<file path="config.mk">
export PLATFORM = sky130hd
export DESIGN_NAME = shift_add_mult_flat
export DESIGN_NICKNAME = d
export VERILOG_FILES = /design/src/rtl/mult_pkg.sv /design/src/rtl/shift_add_mult_if.sv /design/src/rtl/mult_ctrl.sv /design/src/rtl/shift_add_mult.sv /design/src/flat_wrapper.sv
export SDC_FILE = /design/constraint.sdc
export NUM_CORES = 1
export LEC_CHECK = 0
export BUFFER_PORTS_ARGS = -buffer_cell sky130_fd_sc_hd__buf_2
export CORE_MARGIN = 8
export CORE_UTILIZATION = 25
export CTS_CLUSTER_SIZE = 12
export DETAILED_ROUTE_END_ITERATION = 16
export PLACE_DENSITY = 0.52
export SLEW_MARGIN = 20
export SYNTH_ARGS = -nofsm -noshare
export SYNTH_HDL_FRONTEND = slang
export SYNTH_SLANG_ARGS = --single-unit
</file>
<file path="constraint.sdc">
create_clock -name clk -period 2.97 [get_ports clk]
set_clock_uncertainty 0.2 [all_clocks]
set_input_delay 0.4455 -clock clk [delete_from_list [all_inputs] [get_ports clk]]
set_output_delay 0.4455 -clock clk [all_outputs]
set_load 0.02 [all_outputs]
</file>
<file path="src/rtl/mult_pkg.sv">
// Shared types and helpers for the sequential shift-and-add multiplier.
package mult_pkg;

    typedef enum logic [1:0] {
        IDLE = 2'd0,
        RUN  = 2'd1,
        DONE = 2'd2
    } state_t;

    // Counter must hold values 0..WIDTH inclusive.
    function automatic int cnt_width(input int width);
        return $clog2(width + 1);
    endfunction

endpackage

</file>
<file path="src/rtl/shift_add_mult_if.sv">
// Operand/result bundle between a requester and the shift-and-add multiplier.
interface shift_add_mult_if #(
    parameter int WIDTH = 8
);
    logic                   start;
    logic                   is_signed;
    logic [WIDTH-1:0]       a;
    logic [WIDTH-1:0]       b;
    logic                   busy;
    logic                   done;
    logic [2*WIDTH-1:0]     product;

    modport master (
        output start, is_signed, a, b,
        input  busy, done, product
    );

    modport slave (
        input  start, is_signed, a, b,
        output busy, done, product
    );
endinterface

</file>
<file path="src/rtl/mult_ctrl.sv">
// Three-state controller for the shift-and-add multiplier: load, iterate, report.
module mult_ctrl
    import mult_pkg::*;
(
    input  logic clk,
    input  logic rst,
    input  logic start,
    input  logic last,
    output logic load,
    output logic step,
    output logic finish,
    output logic busy,
    output logic done
);

    localparam logic [1:0] ST_IDLE = IDLE;
    localparam logic [1:0] ST_RUN  = RUN;
    localparam logic [1:0] ST_DONE = DONE;

    logic [1:0] state;
    logic [1:0] state_nx;

    // NOTE: every branch is covered by the default first line, so no latch is inferred.
    always_comb begin
        state_nx = state;
        case (state)
            ST_IDLE: if (start) state_nx = ST_RUN;
            ST_RUN:  if (last)  state_nx = ST_DONE;
            ST_DONE: state_nx = ST_IDLE;
            default: state_nx = ST_IDLE;
        endcase
    end

    always_ff @(posedge clk) begin
        if (rst) state <= ST_IDLE;
        else     state <= state_nx;
    end

    assign load   = (state == ST_IDLE) && start;
    assign step   = (state == ST_RUN);
    assign finish = (state == ST_RUN) && last;
    assign busy   = (state != ST_IDLE);
    assign done   = (state == ST_DONE);

endmodule

</file>
<file path="src/rtl/shift_add_mult.sv">
// Sequential shift-and-add multiplier, one multiplier bit per clock with early exit.
module shift_add_mult
    import mult_pkg::*;
#(
    parameter int WIDTH     = 8,
    parameter bit SIGNED_EN = 1'b1
) (
    input  logic            clk,
    input  logic            rst,
    shift_add_mult_if.slave bus
);

    localparam int PW = 2 * WIDTH;
    localparam int CW = cnt_width(WIDTH);

    logic             load, step, finish, last;
    logic             signed_op;
    logic [WIDTH-1:0] mag_a, mag_b;

    logic [PW-1:0]    mcand, acc, acc_sum;
    logic [WIDTH-1:0] mplier, mplier_nx;
    logic [CW-1:0]    cnt, cnt_nx;
    logic             neg;
    logic [PW-1:0]    product;

    mult_ctrl u_ctrl (
        .clk    (clk),
        .rst    (rst),
        .start  (bus.start),
        .last   (last),
        .load   (load),
        .step   (step),
        .finish (finish),
        .busy   (bus.busy),
        .done   (bus.done)
    );

    // The most-negative value negates to itself, which read unsigned is its true magnitude.
    assign signed_op = SIGNED_EN && bus.is_signed;
    assign mag_a     = (signed_op && bus.a[WIDTH-1]) ? -bus.a : bus.a;
    assign mag_b     = (signed_op && bus.b[WIDTH-1]) ? -bus.b : bus.b;

    assign acc_sum   = mplier[0] ? (acc + mcand) : acc;
    assign mplier_nx = mplier >> 1;
    assign cnt_nx    = cnt + CW'(1);
    assign last      = (mplier_nx == '0) || (cnt_nx == CW'(WIDTH));

    // NOTE: all state uses non-blocking assignments so every register samples pre-edge values.
    always_ff @(posedge clk) begin
        if (rst) begin
            mcand   <= '0;
            mplier  <= '0;
            acc     <= '0;
            cnt     <= '0;
            neg     <= 1'b0;
            product <= '0;
        end else begin
            if (load) begin
                mcand  <= PW'(mag_a);
                mplier <= mag_b;
                acc    <= '0;
                cnt    <= '0;
                neg    <= signed_op && (bus.a[WIDTH-1] ^ bus.b[WIDTH-1]);
            end else if (step) begin
                acc    <= acc_sum;
                mcand  <= mcand << 1;
                mplier <= mplier_nx;
                cnt    <= cnt_nx;
            end
            // Negating zero yields zero, so no special case for a zero product.
            if (finish) product <= neg ? -acc_sum : acc_sum;
        end
    end

    assign bus.product = product;

endmodule

</file>
<file path="src/flat_wrapper.sv">
// flat-port wrapper written by rule: the top's interface ports become plain ports
module shift_add_mult_flat import mult_pkg::*;
#(
    parameter int WIDTH     = 8,
    parameter bit SIGNED_EN = 1'b1
)
  (clk, rst, bus_start, bus_is_signed, bus_a, bus_b, bus_busy, bus_done, bus_product);
  shift_add_mult_if #(.WIDTH(WIDTH)) bus_i ();
  input  logic clk;
  input  logic rst;
  input wire logic [$bits(bus_i.start)-1:0] bus_start;
  input wire logic [$bits(bus_i.is_signed)-1:0] bus_is_signed;
  input wire logic [$bits(bus_i.a)-1:0] bus_a;
  input wire logic [$bits(bus_i.b)-1:0] bus_b;
  output wire logic [$bits(bus_i.busy)-1:0] bus_busy;
  output wire logic [$bits(bus_i.done)-1:0] bus_done;
  output wire logic [$bits(bus_i.product)-1:0] bus_product;
  assign bus_i.start = bus_start;
  assign bus_i.is_signed = bus_is_signed;
  assign bus_i.a = bus_a;
  assign bus_i.b = bus_b;
  assign bus_busy = bus_i.busy;
  assign bus_done = bus_i.done;
  assign bus_product = bus_i.product;
  shift_add_mult #(.WIDTH(WIDTH), .SIGNED_EN(SIGNED_EN)) u_core (.clk(clk), .rst(rst), .bus(bus_i));
endmodule
</file>
==> flow_summary.yaml, run 1 <==
run_status:
  outcome: "finished, final reports clean"
run:
  maxCapViolations: 0
detailed_routing:
  wire_per_inst_um: 14.7
  via_per_inst: 4.98
  ant_nets: 0
  drt_wl_total_mm: 12.0
  drc: 0
  dr_total_vias: 4052
  drt-pass1-iter-count: 6
  first_iter_violations: 171
timing:
  rsz0062_at_grt: "yes"
  min_period_ns: 2.96
  timing.hold.ws_ns: 0.202
  setup_viol: 0
  max_slew_margin_pct: 52.1
  tightest_slew_ns: 0.718
  finalSetupTns_ns: 0
  slew_violations: 0
  fmax_ghz: 0.338
  fin_crit_sh_pct: 99.6
  hold_violations: 0
worst_setup_path:
  critPathLaunchType: "flip-flop"
  critical_path_class: "reg -> reg"
  cp.depth: 11
  worst-path-buf-inv: 1
  crit_path_max_incr_delay_ns: 0.39
  cp_cell_sequence: "ha_4 -> fa_2 -> a211oi_4 -> buf_4 -> o211a_4 -> nor4_4 -> a211oi_4 -> and4_4 -> nand4b_1 -> mux2i_1 -> a211o_1"
  cp_data_required_time_ns: 2.99
  critPathCaptureType: "flip-flop"
  cp_slowest_cell: "fa_2"
  crit_top_cell: "a211oi_4"
  r2r_cells: 11
  cp_top_family: "compound AO/OA/AOI/OAI gates"
  cp_max_fo: 4
  arrival_ns: 2.98
clock_network:
  cts_tree: "done"
  cts_hold_buffers: 0
  cts.clk_slew.worst_paths_ns: 0.06
  clock_latency_ns: 0.34
  cts-root-buf: "clkbuf_16"
  htree_levels: 3
  cts.sink_count: 63
  clockBufferDepth: 2
  cts_inserted_buffers: 9
layout:
  regArea_um2: 1270
  drive_gt1_share_pct: 23.4
  nFillCells: 1733
  diodes: 0
  area_growth_syn_to_layout_pct: 30.0
  multi_input_area_um2: 2870
  nets: 628
floorplanning:
  start_util_pct: 25.2
  die_h_um: 144
  fp.dieW_um: 144
  std_cell_rows: 47
  dieArea_um2: 20800
  core_um2: 16300
  pin_count: 38
synthesis:
  ys_ff_latch: 63
  synth_area_leader_cell: "dfxtp_1"
  yosys.area_share.simple_pct: 25.7
  synth_area_um2: 4100
  synth_flop_cell: "dfxtp_1"
  synth_top_family_by_area: "compound AO/OA/AOI/OAI gates"
  ys_async_sr_fraction_pct: 0
  synth_cell_types: 67
  synthTopCellsByCount: "nand2_1 (84), dfxtp_1 (63), nor2_1 (48), a21oi_1 (44), clkbuf_1 (23)"
  synth_compound_area_share_pct: 25.8
  syn_area_per_cell_um2: 7.89
  yosys.area_share.xor_xnor_pct: 5.98
  synthMuxAreaShare_pct: 1.71
  synth_top_cell_area_share_pct: 30.7
  yosysMostFrequentCell: "nand2_1"
  synth-edff-count: 0
  yosys_warnings: 0
  yosys-top-cells-area: "dfxtp_1 (31%), nand2_1 (7.7%), ha_1 (5.8%)"
  synth-seq-area-share_pct: 30.7
  yosys.area_share.adder_pct: 6.28
  synth_nets: 560
  syn_inst: 520
min_path:
  holdCritPathClass: "in -> reg"
  holdPathStages: 3
grt:
  grt_pass1_vias: 4060
  grt_overflow: 0
  grt_use_met2_pct: 19.7
  track_usage_pct: 12.0
  antenna_found_initial: 0
  met3_usage_pct: 3.80
  grt_max_degree: 54
  met1_usage_pct: 14.6
  grt_pass1_wl_mm: 19.9
  grt-busiest-layer: "met2"
placement:
  dp_hpwl_mm: 8.85
  globalplace.congestion: 0.836
  port_buffers: 37
power_and_ir_drop:
  power.leakage_uw: 0.00209
  cellPowerDensity_nw_per_um2: 527
  vdd_drop_max_v: 0.000280
[cell usage in the layout (no fill, tap or decap), drive strengths merged, types with 4 or more instances in the layout]
master	Yosys	final
xor2	16	16
nand2b	8	8
dfxtp	63	63
and3	8	8
ha	19	19
a211oi	21	21
a311oi	14	14
xnor2	12	12
buf	8	88
o21ai	17	17
nand3b	6	6
a21oi	44	44
o211ai	5	5
nand4	4	4
nor3	15	15
a31oi	8	8
o21a	4	4
mux2i	7	7
nor2b	10	10
and4	4	4
clkbuf	23	11
inv	10	12
nand3	12	12
nand2	84	84
nor2	48	48
[report_power, final]
group | internal [uW] | switching [uW] | total (uW)
clock network | 703 | 422 | 1120
registers | 897 | 56.5 | 953
logic | 311 | 419 | 730
[per-stage QoR]
step           cell area (um^2)  instances  power [uW]  util, %  setup slack, ns
3_3_place_gp               4800        790        1620     29.5           0.0158
2_1_floorplan              4120        520        1400        -           0.0243
4_1_cts                    5150        809        2780     31.6          0.00355
6_report                   5330        813        2810     32.7           0.0109
5_1_grt                    5330        813        2960     32.7           -0.122
3_5_place_dp               4800        790        1640     29.5          -0.0625
[layout make-up]
class	instances	share of cell area, %
clock buffer	11	4.74
clock inverter	5	1.20
inverter	10	0.704
multi-input combinational	416	53.8
sequential	63	23.8
tap	220	5.16
timing repair buffer	88	10.6
[final timing paths]
path | slack (ns) | endpoint | start
worst max-delay path | 0.01 | u_core.bus.product[14] | u_core.mcand[0]
worst max register to register | 0.01 | u_core.bus.product[14] | u_core.mcand[0]
worst min register to register | 0.25 | u_core.bus.product[6] | u_core.bus.product[6]
worst min-delay path | 0.20 | u_core.mcand[0] | bus_a[0]
[metal layers]
layer  part of all wire [%]  up-vias
met4                    1.1        0
met2                     49       67
met5                      0        -
met1                     46     1943
met3                    3.5       10
li1                       -     2032
[worst reg2reg max path: cells and delay by family (launching register included)]
kind	cells	cell delay [ns]
flops	1	0.33
fa+ha+maj	2	0.55
compound gates	4	0.98
mux	1	0.15
simple gates	3	0.47
buf+inv	1	0.17
[logic make-up after synthesis]
kind of cell | after synthesis
muxes | 7
AOI/OAI and AO/OA | 144
buffers and inverters | 41
DFF | 63
and+or+nand+nor | 217
adders and majority gates | 20
xor gates and xnor gates | 28
[flip-flops by register name, summed over array words and instances (netlist names)]
register	flops
u_core.bus.product	16
u_core.neg	1
u_core.u_ctrl.state	2
u_core.mplier	8
u_core.acc	16
u_core.mcand	16
u_core.cnt	4
[repair_timing]
action | 4_1_cts | 5_1_grt
cloned | 0 | 0
resized for setup | 5 | 26
setup buffers | 3 | 4
endpoints found under the setup margin | 2 | 8
hold endpoints to repair | 0 | 0
pin swaps | 7 | 11
Power figures use the tool's default switching activity.
==> run 2: changes to the inputs <==
--- a/config.mk
+++ b/config.mk
@@ -5,12 +5,14 @@
 export SDC_FILE = /design/constraint.sdc
 export NUM_CORES = 1
 export LEC_CHECK = 0
+export ABC_AREA = 1
 export BUFFER_PORTS_ARGS = -buffer_cell sky130_fd_sc_hd__buf_2
 export CORE_MARGIN = 8
 export CORE_UTILIZATION = 25
+export CTS_BUF_LIST = sky130_fd_sc_hd__clkbuf_8
 export CTS_CLUSTER_SIZE = 12
 export DETAILED_ROUTE_END_ITERATION = 16
-export PLACE_DENSITY = 0.52
+export PLACE_DENSITY = 0.51
 export SLEW_MARGIN = 20
 export SYNTH_ARGS = -nofsm -noshare
 export SYNTH_HDL_FRONTEND = slang
==> flow_summary.yaml, run 2 <==
grt:
  grt_overflow: 0
  grt_max_degree: 32
  grt_pass1_wl_mm: 20.2
  track_usage_pct: 11.1
  antenna_found_initial: 0
  grt_pass1_vias: 4189
min_path:
  holdPathStages: 3
  hp-start: "bus_b[7]"
  hold_end: "u_core.mplier[7]"
  holdCritPathClass: "in -> reg"
synthesis:
  synthTopCellsByCount: "nand2_1 (216), inv_1 (106), nor2_1 (66), dfxtp_1 (63), a21oi_1 (54)"
  synth_area_leader_cell: "dfxtp_1"
  synth_area_um2: 4390
  synth-seq-area-share_pct: 28.8
  yosys_warnings: 0
  ys_ff_latch: 63
  syn_inst: 717
  yosys-top-cells-area: "dfxtp_1 (29%), nand2_1 (18%), inv_1 (9.1%)"
  ys_async_sr_fraction_pct: 0
  synth_nets: 757
  synth_cell_types: 37
  synth-edff-count: 0
  syn_area_per_cell_um2: 6.12
  synth_flop_cell: "dfxtp_1"
  yosysMostFrequentCell: "nand2_1"
  synth_top_cell_area_share_pct: 28.8
floorplanning:
  fp.dieW_um: 148
  pin_count: 38
  start_util_pct: 25.4
  die_h_um: 148
  std_cell_rows: 48
  dieArea_um2: 22000
  core_um2: 17200
power_and_ir_drop:
  power_frac_comb_pct: 34.9
  p_sw_uw: 1040
  p_int_uw: 1580
  sw_frac_of_total_pct: 39.6
  power.leakage_uw: 0.00251
  vdd_drop_max_v: 0.000206
  clkPwrFrac_pct: 26.5
  cellPowerDensity_nw_per_um2: 525
  pwr-share-seq_pct: 38.6
placement:
  port_buffers: 37
  globalplace.congestion: 0.802
  dp_hpwl_mm: 9.10
worst_setup_path:
  cp_max_fo: 4
  r2r_slack_ns: 0.27
  worst-path-buf-inv: 2
  arrival_ns: 2.75
  cp_slowest_cell: "fa_1"
  r2r-start: "u_core.acc[0]"
  crit_path_max_incr_delay_ns: 0.45
  critPathCaptureType: "flip-flop"
  cp_data_required_time_ns: 3.02
  critPathLaunchType: "flip-flop"
  r2r_cells: 15
  cp_cell_sequence: "ha_4 -> fa_1 -> o21ai_4 -> ha_1 -> inv_1 -> nor2_2 -> nand3_1 -> nor2_1 -> nand2_1 -> nor2_2 -> nand3_1 -> nand3_1 -> nand3_1 -> nand2_1 -> inv_1"
  r2r-end: "u_core.bus.product[12]"
  critical_path_class: "reg -> reg"
  cp_top_family: "simple AND/OR/NAND/NOR gates"
  crit_top_cell: "nand3_1"
detailed_routing:
  dr_total_vias: 4279
  drc: 0
  drt-pass1-iter-count: 4
  wire_per_inst_um: 12.1
  via_per_inst: 4.38
  ant_nets: 0
  drt_wl_total_mm: 11.9
  first_iter_violations: 177
layout:
  nFillCells: 1947
  area_growth_syn_to_layout_pct: 13.8
  layout_commonest_cell: "nand2_1"
  multi_input_area_um2: 2610
  diodes: 0
  top_regs: "u_core.acc (16), u_core.bus.product (16), u_core.mcand (16)"
  nets: 788
  final_cell_mix: "nand2_1 (216), inv_1 (108), nor2_1 (65)"
  regArea_um2: 1260
  drive_gt1_share_pct: 11.0
timing:
  min_period_ns: 2.70
  hold_violations: 0
  timing.hold.ws_ns: 0.189
  setup_viol: 0
  tightest_slew_ns: 0.684
  slew_violations: 0
  fin_crit_sh_pct: 90.8
  rsz0062_at_grt: "no"
  finalSetupTns_ns: 0
  max_slew_margin_pct: 54.4
  fmax_ghz: 0.371
clock_network:
  cts_hold_buffers: 0
  clockBufferDepth: 2
  cts_inserted_buffers: 9
  cts_tree: "done"
  clock_latency_ns: 0.35
  cts.clk_slew.worst_paths_ns: 0.08
  postCtsSetupBuffers: 0
  htree_levels: 3
  cts-root-buf: "clkbuf_8"
  ctsResizeCount: 0
  cts.sink_count: 63
run:
  maxCapViolations: 0
run_status:
  outcome: "finished, final reports clean"
[run 2: cell types whose count changed in the layout (fill, tap and decap cells not counted), sizes merged, moves of 8 or more]
cell,delta
nand3,+38
a211oi,-18
buf,-42
nor2b,-10
a21oi,+10
a311oi,-14
inv,+98
nand2b,-8
o21ai,+34
nor2,+23
xnor2,-9
nand2,+141
nor3,-10
and3,-8
[run 2: per-stage QoR]
step / area [um^2] / worst slack, ns / util [%] / std cells / total power [uW]
2_1_floorplan: 4390 / 0.441 / - / 717 / 1710
3_3_place_gp: 4800 / 0.279 / 27.9 / 962 / 1950
3_5_place_dp: 4800 / 0.216 / 27.9 / 962 / 1950
4_1_cts: 4980 / 0.207 / 28.9 / 978 / 2660
5_1_grt: 4990 / 0.0267 / 28.9 / 978 / 2830
6_report: 4990 / 0.275 / 28.9 / 978 / 2620
[run 2: area by class of cell]
cell class | count | area share [%]
clock buffers | 11 | 3.03
clock inverters | 5 | 0.502
inverters | 108 | 8.17
multi-input cells | 520 | 52.3
flip-flops and latches | 63 | 25.3
well taps | 225 | 5.64
repair buffers | 46 | 5.07
[run 2: cells by family after synthesis]
group                    count (synthesis)  synth area share, %
AND/OR/NAND/NOR                        361                 34.4
buffers and inverters                  134                 12.1
AO/OA/AOI/OAI                          124                 15.9
flip-flops                              63                 28.8
adder cells (fa/ha/maj)                 20                 5.88
XOR/XNOR                                15                 3.00
[run 2: worst reg2reg max path, delay by kind of cell (launching register included)]
family / cells / cell delay (ns)
compound gates: 1 / 0.21
simple gates: 9 / 0.89
flops: 1 / 0.42
fa+ha+maj: 3 / 0.80
buf+inv: 2 / 0.09
[run 2: worst max-delay path by stage]
stage	start	depth (start not counted)	slack, ns	end
global placement	u_core.acc[0]	15	0.28	u_core.bus.product[10]
CTS	u_core.acc[0]	15	0.21	u_core.bus.product[12]
global route	u_core.acc[0]	16	0.03	u_core.bus.product[14]
finish	u_core.acc[0]	15	0.27	u_core.bus.product[12]
floorplan	u_core.acc[0]	15	0.44	u_core.bus.product[12]
detailed placement	u_core.acc[0]	15	0.22	u_core.bus.product[12]
[run 2: layer usage]
layer	global-route usage, %	routed length [um]
met5	0	0
met4	2.04	59
met3	2.55	356
met2	18.9	5430
met1	14.1	6010
[run 2: power by group through the flow]
stage	clock (uW)	combinational, uW	sequential [uW]
finish	694	913	1010
global route	755	1050	1020
CTS	723	926	1010
detailed placement	0	923	1030
global placement	0	923	1030
floorplan	0	675	1030
==> run 3: changes to the inputs <==
--- a/config.mk
+++ b/config.mk
@@ -8,11 +8,11 @@
 export ABC_AREA = 1
 export BUFFER_PORTS_ARGS = -buffer_cell sky130_fd_sc_hd__buf_2
 export CORE_MARGIN = 8
-export CORE_UTILIZATION = 25
+export CORE_UTILIZATION = 50
 export CTS_BUF_LIST = sky130_fd_sc_hd__clkbuf_8
 export CTS_CLUSTER_SIZE = 12
 export DETAILED_ROUTE_END_ITERATION = 16
-export PLACE_DENSITY = 0.51
+export PLACE_DENSITY = 0.81
 export SLEW_MARGIN = 20
 export SYNTH_ARGS = -nofsm -noshare
 export SYNTH_HDL_FRONTEND = slang
==> flow_summary.yaml, run 3 (synthesis gave the netlist of run 2 again) <==
timing:
  max_slew_margin_pct: 42.2
  hold_violations: 0
  setup_viol: 0
  setup_ws_ns: 0.209
  fmax_ghz: 0.362
  finalSetupTns_ns: 0
  rsz0062_at_grt: "no"
  fin_crit_sh_pct: 93.0
  slew_violations: 0
  min_period_ns: 2.76
  tightest_slew_ns: 0.867
worst_setup_path:
  cp_data_required_time_ns: 3.07
  arrival_ns: 2.86
  cp_slowest_cell: "fa_1"
  critPathLaunchType: "flip-flop"
  cp_cell_sequence: "ha_1 -> fa_1 -> o21ai_4 -> ha_1 -> inv_1 -> nor2_2 -> nand3_1 -> nor2_1 -> nand2_1 -> nor2_2 -> nand2_2 -> nand2_2 -> nand2_1 -> nand3_1 -> o211ai_1 -> inv_1"
  cp_max_fo: 4
  worst-path-buf-inv: 2
  cp_top_family: "adder cells"
  critPathCaptureType: "flip-flop"
  critical_path_class: "reg -> reg"
  crit_path_max_incr_delay_ns: 0.47
grt:
  antenna_found_initial: 0
  grt_max_degree: 29
  grt_pass1_wl_mm: 19.3
  track_usage_pct: 19.9
  grt_overflow: 0
  grt_pass1_vias: 4411
power_and_ir_drop:
  p_int_uw: 1630
  pwr-share-seq_pct: 37.3
  p_sw_uw: 1080
  clkPwrFrac_pct: 28.5
  sw_frac_of_total_pct: 39.8
  cellPowerDensity_nw_per_um2: 559
  power_frac_comb_pct: 34.2
  power.leakage_uw: 0.00251
  vdd_drop_max_v: 0.000345
clock_network:
  cts.clk_slew.worst_paths_ns: 0.08
  clock_latency_ns: 0.35
  cts.sink_count: 63
  htree_levels: 3
  cts_tree: "done"
  cts-root-buf: "clkbuf_8"
  cts_inserted_buffers: 9
  postCtsSetupBuffers: 0
  clockBufferDepth: 2
run_status:
  outcome: "finished, final reports clean"
layout:
  layout_commonest_cell: "nand2_1"
  drive_gt1_share_pct: 11.0
  diodes: 0
  top_regs: "u_core.acc (16), u_core.bus.product (16), u_core.mcand (16)"
  area_growth_syn_to_layout_pct: 10.4
  final_cell_mix: "nand2_1 (216), inv_1 (106), nor2_1 (65)"
  nets: 787
detailed_routing:
  via_per_inst: 5.37
  drt-pass1-iter-count: 5
  ant_nets: 0
  drt_wl_total_mm: 11.6
  first_iter_violations: 292
  dr_total_vias: 4618
  wire_per_inst_um: 13.5
  drc: 0
floorplanning:
  fp.dieW_um: 110
  pin_count: 38
  core_um2: 8590
  die_h_um: 110
  start_util_pct: 51.0
  std_cell_rows: 34
  dieArea_um2: 12000
run:
  maxCapViolations: 0
placement:
  globalplace.congestion: 0.887
  dp_hpwl_mm: 8.71
  dp_slack_ns: 0.243
  port_buffers: 37
min_path:
  holdCritPathClass: "in -> reg"
-- run 3: changes by cell type in the layout (fill, tap and decap cells not counted) --
cell and change:
ha_4 -1, clkinvlp_4 +1, clkinv_4 +1, inv_1 -2, buf_4 -1, ha_1 +1, inv_6 +1, clkbuf_8 -2
bufinv_16 +1
-- run 3: layout make-up --
type / instances / area (um^2)
Sequential cell: 63 / 1260
Timing Repair Buffer: 45 / 245
Clock inverter: 7 / 72.6
Tap cell: 108 / 135
Multi-Input combinational cell: 520 / 2600
Clock buffer: 9 / 124
Fill cell: 861 / 3750
Inverter: 108 / 408
-- run 3: final timing paths --
path                    startpoint                      to  slack (ns)  depth (start not counted)
hold / removal            bus_b[7]        u_core.mplier[7]        0.19                          3
hold reg to reg   u_core.mcand[15]        u_core.mcand[15]        0.28                          2
setup / recovery     u_core.acc[0]  u_core.bus.product[10]        0.21                         16
setup reg to reg     u_core.acc[0]  u_core.bus.product[10]        0.21                         16
-- run 3: tightest hold or removal path: stages --
cell and delay, ns:
buf_2 0.11, nand3_1 0.08, a21oi_1 0.06
-- run 3: per-layer routing --
layer	global-route usage [%]	part of all wire, %	routed length [um]	up-vias
met5	0	0	0	-
met4	8.97	2.9	331	0
met3	3.52	4.7	540	31
met2	35.7	50	5770	138
met1	22.4	43	4930	2106
li1	-	-	-	2343
-- run 3: per-stage QoR --
stage / hold WS (ns) / utilization, % / total power [uW] / instances / cell area [um^2]
after floorplan: 0.245 / - / 1710 / 717 / 4390
after global placement: 0.255 / 54.1 / 1900 / 844 / 4650
after detailed placement: 0.270 / 54.1 / 1940 / 844 / 4650
after CTS: 0.185 / 56.4 / 2700 / 860 / 4840
after global routing: 0.202 / 56.4 / 2870 / 860 / 4840
final: 0.189 / 56.4 / 2710 / 860 / 4840
-- run 3: timing repair --
action                     CTS  global route
setup endpoints to repair    0             1
gates resized for setup      0             1
hold buffers                 0             0
-- run 3: power by group through the flow --
stage / registers [uW] / clock network, uW / logic (uW)
final: 1010 / 771 / 924
after global routing: 1020 / 813 / 1040
after CTS: 1010 / 778 / 917
after detailed placement: 1030 / 0 / 911
after global placement: 1020 / 0 / 881
after floorplan: 1030 / 0 / 675
